==> src/rtl/if_stage_pkg.sv <==
// Shared MIPS front-end definitions: datapath widths, IF FSM state
// encodings and the NOP word. Files that need them import if_stage_pkg.
`ifndef WORD_WIDTH
`define WORD_WIDTH 32
`endif
`ifndef RADDR_WIDTH
`define RADDR_WIDTH 5
`endif

package if_stage_pkg;

  localparam int WORD_W  = `WORD_WIDTH;
  localparam int RADDR_W = `RADDR_WIDTH;

  localparam logic [WORD_W-1:0] NOP_WORD = '0;

  typedef enum logic {
    ST_FETCH = 1'b0,
    ST_HOLD  = 1'b1
  } if_state_t;

  // Sequential PC increment; wraps modulo 2^32.
  function automatic logic [WORD_W-1:0] pc_plus4(input logic [WORD_W-1:0] pc);
    return pc + WORD_W'(4);
  endfunction

endpackage

==> src/rtl/if_stage_if_id_reg.sv <==
// IF/ID pipeline register. load captures a new instruction and marks it
// valid, bubble clears only the valid flag, otherwise everything holds.
module if_id_reg
  import if_stage_pkg::*;
(
  input  logic              clk,
  input  logic              rst,
  input  logic              load,
  input  logic              bubble,
  input  logic [WORD_W-1:0] instr_in,
  input  logic [WORD_W-1:0] pc4_in,
  output logic [WORD_W-1:0] instr,
  output logic [WORD_W-1:0] pc4,
  output logic              valid
);

  // Pipeline register with load taking precedence over bubble.
  always_ff @(posedge clk or posedge rst) begin
    if (rst) begin
      instr <= NOP_WORD;
      pc4   <= '0;
      valid <= 1'b0;
    end else if (load) begin
      instr <= instr_in;
      pc4   <= pc4_in;
      valid <= 1'b1;
    end else if (bubble) begin
      valid <= 1'b0;
    end
  end

endmodule

==> src/rtl/if_stage.sv <==
// Instruction fetch stage: PC, fetch FSM, one-word hold buffer for words
// that arrive while the pipeline is stalled, and the IF/ID register.
// Optional feature macro: IF_PERF_CNT_EN adds the stall_cnt_87 counter.
//
//  state    | meaning
//  ST_FETCH | fetch request outstanding at PC
//  ST_HOLD  | fetched word parked in buffer while stalled, no request
module if_stage
  import if_stage_pkg::*;
#(
  parameter logic [`WORD_WIDTH-1:0] RESET_PC = 32'h0000_0000
) (
  input  logic                    clk_87,
  input  logic                    rst_87,
  input  logic                    stall_87,
  input  logic                    br_taken_87,
  input  logic [`WORD_WIDTH-1:0]  br_target_87,
  output logic                    imem_req_87,
  output logic [`WORD_WIDTH-1:0]  imem_addr_87,
  input  logic                    imem_ack_87,
  input  logic [`WORD_WIDTH-1:0]  imem_data_87,
  output logic [`WORD_WIDTH-1:0]  instr_id_87,
  output logic [`WORD_WIDTH-1:0]  pc4_id_87,
  output logic                    valid_id_87,
  output logic [`RADDR_WIDTH-1:0] r1_id_in_87,
  output logic [`RADDR_WIDTH-1:0] r2_id_in_87
`ifdef IF_PERF_CNT_EN
  ,
  output logic [`WORD_WIDTH-1:0]  stall_cnt_87
`endif
);

  if_state_t         state, state_nxt;
  logic              req_en;
  logic [WORD_W-1:0] pc;
  logic [WORD_W-1:0] pc_inc;
  logic [WORD_W-1:0] buf_instr;
  logic [WORD_W-1:0] buf_pc4;

  logic              id_load;
  logic              id_bubble;
  logic              id_from_buf;
  logic              pc_adv;
  logic              buf_load;
  logic [WORD_W-1:0] id_instr_in;
  logic [WORD_W-1:0] id_pc4_in;

  assign pc_inc       = pc_plus4(pc);
  assign imem_addr_87 = pc;

  // State register.
  always_ff @(posedge clk_87 or posedge rst_87) begin
    if (rst_87) state <= ST_FETCH;
    else        state <= state_nxt;
  end

  // Next-state logic; a redirect always returns to FETCH.
  always_comb begin
    state_nxt = state;
    if (br_taken_87) begin
      state_nxt = ST_FETCH;
    end else if (req_en) begin
      case (state)
        ST_FETCH: if (imem_ack_87 && stall_87) state_nxt = ST_HOLD;
        ST_HOLD:  if (!stall_87)               state_nxt = ST_FETCH;
        default:                               state_nxt = ST_FETCH;
      endcase
    end
  end

  // Output and datapath control decode; redirect outranks stall and ack.
  always_comb begin
    imem_req_87 = req_en && (state == ST_FETCH);
    id_load     = 1'b0;
    id_bubble   = 1'b0;
    id_from_buf = 1'b0;
    pc_adv      = 1'b0;
    buf_load    = 1'b0;
    if (br_taken_87) begin
      id_bubble = 1'b1;
    end else if (req_en) begin
      case (state)
        ST_FETCH: begin
          if (imem_ack_87) begin
            pc_adv = 1'b1;
            if (stall_87) buf_load = 1'b1;
            else          id_load  = 1'b1;
          end else if (!stall_87) begin
            id_bubble = 1'b1;
          end
        end
        ST_HOLD: begin
          if (!stall_87) begin
            id_load     = 1'b1;
            id_from_buf = 1'b1;
          end
        end
        default: ;
      endcase
    end
  end

  // Requests start on the first edge after reset is released.
  always_ff @(posedge clk_87 or posedge rst_87) begin
    if (rst_87) req_en <= 1'b0;
    else        req_en <= 1'b1;
  end

  // Program counter; redirect targets are forced word aligned.
  always_ff @(posedge clk_87 or posedge rst_87) begin
    if (rst_87)           pc <= RESET_PC;
    else if (br_taken_87) pc <= br_target_87 & ~WORD_W'(3);
    else if (pc_adv)      pc <= pc_inc;
  end

  // Hold buffer for a word acked during a stall; dropped on redirect.
  always_ff @(posedge clk_87 or posedge rst_87) begin
    if (rst_87) begin
      buf_instr <= NOP_WORD;
      buf_pc4   <= '0;
    end else if (br_taken_87) begin
      buf_instr <= NOP_WORD;
      buf_pc4   <= '0;
    end else if (buf_load) begin
      buf_instr <= imem_data_87;
      buf_pc4   <= pc_inc;
    end
  end

  assign id_instr_in = id_from_buf ? buf_instr : imem_data_87;
  assign id_pc4_in   = id_from_buf ? buf_pc4   : pc_inc;

  if_id_reg u_if_id_reg (
    .clk      (clk_87),
    .rst      (rst_87),
    .load     (id_load),
    .bubble   (id_bubble),
    .instr_in (id_instr_in),
    .pc4_in   (id_pc4_in),
    .instr    (instr_id_87),
    .pc4      (pc4_id_87),
    .valid    (valid_id_87)
  );

  assign r1_id_in_87 = instr_id_87[25:21];
  assign r2_id_in_87 = instr_id_87[20:16];

`ifdef IF_PERF_CNT_EN
  // Saturating count of stalled cycles.
  always_ff @(posedge clk_87 or posedge rst_87) begin
    if (rst_87)
      stall_cnt_87 <= '0;
    else if (stall_87 && (stall_cnt_87 != {WORD_W{1'b1}}))
      stall_cnt_87 <= stall_cnt_87 + WORD_W'(1);
  end
`endif

endmodule

==> config.mk <==
export PLATFORM = sky130hd
export DESIGN_NAME = if_stage
export DESIGN_NICKNAME = d
export VERILOG_FILES = /design/src/rtl/if_stage_pkg.sv /design/src/rtl/if_stage_if_id_reg.sv /design/src/rtl/if_stage.sv
export SDC_FILE = /design/constraint.sdc
export NUM_CORES = 1
export LEC_CHECK = 0
export ABC_AREA = 1
export CAP_MARGIN = 20
export CORE_MARGIN = 1.5
export CORE_UTILIZATION = 50
export CTS_BUF_LIST = sky130_fd_sc_hd__clkbuf_4
export CTS_CLUSTER_SIZE = 30
export DETAILED_ROUTE_END_ITERATION = 12
export PLACE_DENSITY = 0.84
export SYNTH_ARGS = -nofsm -noshare
export SYNTH_HDL_FRONTEND = slang
export SYNTH_SLANG_ARGS = --single-unit
==> constraint.sdc <==
create_clock -name clk_87 -period 8.1 [get_ports clk_87]
set_input_delay 2.43 -clock clk_87 [delete_from_list [all_inputs] [get_ports clk_87]]
set_output_delay 2.43 -clock clk_87 [all_outputs]
set_load 0.02 [all_outputs]
==> metrics.yaml <==
global_route:
  antenna_found_initial: 1
  grt_pass1_wl_mm: 34.6
  groute.usage.overall: 0.269
  grt_max_degree: 105
  grt_overflow: 0
  grt_pass1_vias: 6892
detailed_routing:
  drt_iter0_drc: 660
  antenna_left: 0
  viasPerCell: 5.37
  drc: 0
  wirelength_mm: 21.2
  vias: 7310
  wl_per_cell_um: 15.6
  first_pass_iters: 6
setup_path:
  worst-r2r-cell-count: 8
  worstPathCellList: "clkdlybuf4s50_1 -> buf_4 -> a21oi_4 -> buf_4 -> inv_2 -> nand3_1 -> nand2_1"
  cp_max_fo: 57
  crit_path_top_delay_cell: "a21oi_4"
  cp_common_cell: "buf_4"
  cp.arrival_ns: 5.03
  r2r-end: "buf_pc4[7]"
  slowest_delay_ns: 0.73
  reg2reg_from: "state"
  path_class: "input pin to register"
  reg2reg_slack_ns: 5.38
  cp-end-kind: "register"
  setup.worst_path.start_class: "input pin"
  cp_data_required_time_ns: 8.60
clock_tree:
  clock_latency_ns: 0.60
  h-tree-depth: 4
  cts.clk_slew.worst_paths_ns: 0.14
  cts-root-buf: "clkbuf_4"
  cts_tree: "yes"
  tritoncts.num_buffers: 17
  cts_setup_buffers: 0
  cts_buffer_depth: 2
  cts.hold.buffers_added: 0
  cts.sinks: 159
  cts_resized: 0
cells_and_area:
  finalInstanceArea_um2: 9760
  area_growth_pct: 25.2
  nets: 1230
  final_cells: 1362
  drive_gt1_frac: 0.0529
yosys:
  ys_seq_area_frac: 0.511
  synth_ff_type: "dfrtp_1"
  synth.avg_cell_area_um2: 7.60
  synth_area_leaders: "dfrtp_1, nand2_1, o21ai_0"
  ys_ff_latch: 159
  synth_area_um2: 7790
  synth_cells: 1025
  synth_top_area_cell: "dfrtp_1"
  synth_top_area_share: 0.511
  synth_edf_count: 0
  yosys-top-cells-count: "nand2_1, dfrtp_1, o21ai_0"
  async_flop_share: 1.00
  yosysMostFrequentCell: "nand2_1"
  ys_warn_count: 0
  ys_types: 31
timing:
  clock-skew-final_ns: 0.0172
  timing.final.crit_share: 0.560
  rsz0062_at_grt: "false"
  finalMaxSlewViolations: 0
  fin_tns_setup_ns: 0
  min_period_ns: 4.54
  finalSetupViolCount: 0
  tightest_slew_ns: 0.954
  relSlewSlack: 0.363
  max_freq_ghz: 0.220
  hold_violations: 0
floorplan:
  die-area_um2: 16300
  start_util: 0.513
  top_level_ports: 177
  die_h_um: 128
  die_w_um: 128
  core_area_um2: 15200
  rows: 45
min_path:
  min_to: "buf_pc4[16]"
  min_from: "buf_pc4[16]"
  hold_path_depth: 2
  hold_path.class: "register to register"
power:
  p_total_mw: 2.09
  clockPowerShare: 0.243
  p_int_mw: 1.36
  p_per_area_nw_per_um2: 214
  vdd_drop_max_v: 0.0000994
  switchingPower_uw: 726
  netSwitchingFraction: 0.348
  seq_power_share: 0.475
  p_leak_nw: 4.50
  pwr-share-comb: 0.282
placed_design:
  port-buffer-count: 172
  hpwl_mm: 14.1
  dpl_cell_area_um2: 9460
  placedCellCount: 1329
  place.gp.congestion: 0.932
run:
  max-cap-violations: 0
run_status:
  status: "completed"
## how the worst max path moves through the flow
stage,start,end,slack [ns],depth (start not counted)
finish,br_taken_87,buf_pc4[7],3.56,7
global route,br_taken_87,buf_pc4[7],3.43,7
CTS,br_taken_87,buf_pc4[7],3.60,7
detailed placement,br_taken_87,buf_pc4[13],2.98,7
global placement,br_taken_87,buf_pc4[8],3.00,7
floorplan,rst_87,buf_instr[0],1.38,1
## cells in the final DEF, fill, tap and decap left out, drive strengths merged
master,instances
a21oi,13
a22o,1
a31oi,1
and2,2
buf,7
bufinv,2
clkbuf,17
clkdlybuf4s50,172
clkinv,3
clkinvlp,3
conb,3
dfrtp,159
diode,1
ha,1
inv,64
nand2,381
nand3,73
nor2,103
nor3,2
o211ai,4
o21ai,152
o21bai,2
o31ai,1
xnor2,4
xor2,3
## registers in the layout, indices dropped and copies added (netlist names)
name and count:
buf_instr 32, buf_pc4 31, imem_addr_87 30, req_en 1, state 1, u_if_id_reg.instr 32, u_if_id_reg.pc4 31, u_if_id_reg.valid 1
## power groups by stage
stage          clock network (mW)  logic [mW]  registers (mW)
3_5_place_dp                    0       0.591            1.01
2_1_floorplan                   0       0.222            1.09
5_1_grt                     0.543       0.639            1.01
6_report                    0.506       0.590           0.992
3_3_place_gp                    0       0.580            1.00
4_1_cts                     0.509       0.594           0.991
## critical path, delay by kind of cell
family	cells	cell delay, ns
buffers and inverters	4	1.58
AOI/OAI and AO/OA	1	0.73
and+or+nand+nor	2	0.27
## layout make-up
cell class	instances	area [µm²]
fillers	1273	5440
clock buffers	17	128
clock inverters	15	171
multi-input cells	746	3250
repair buffers	179	1770
inverters	57	219
well taps	188	235
diodes	1	2.50
flip-flops and latches	159	3980
## stage by stage
stage | util | setup slack [ns] | hold WS, ns
6_report | 0.642 | 3.56 | 0.491
5_1_grt | 0.642 | 3.43 | 0.513
4_1_cts | 0.642 | 3.60 | 0.492
3_5_place_dp | 0.622 | 2.98 | 0.460
3_3_place_gp | 0.622 | 3.00 | 0.457
2_1_floorplan | - | 1.38 | 0.444
## cells by family after synthesis
family                   synth area share
AO/OA/AOI/OAI                       0.116
flip-flops                          0.511
AND/OR/NAND/NOR                     0.290
buffers and inverters              0.0727
adder cells (fa/ha/maj)           0.00161
XOR/XNOR                          0.00787
other                            0.000964
## metal layers
| layer | vias up | GRT usage | share of wire |
|---|---|---|---|
| met5 | - | 0 | 0 |
| met4 | 0 | 0.0978 | 0.022 |
| met3 | 34 | 0.0580 | 0.080 |
| met2 | 309 | 0.438 | 0.48 |
| met1 | 3440 | 0.357 | 0.42 |
| li1 | 3527 | - | - |
Power figures use the tool's default switching activity.
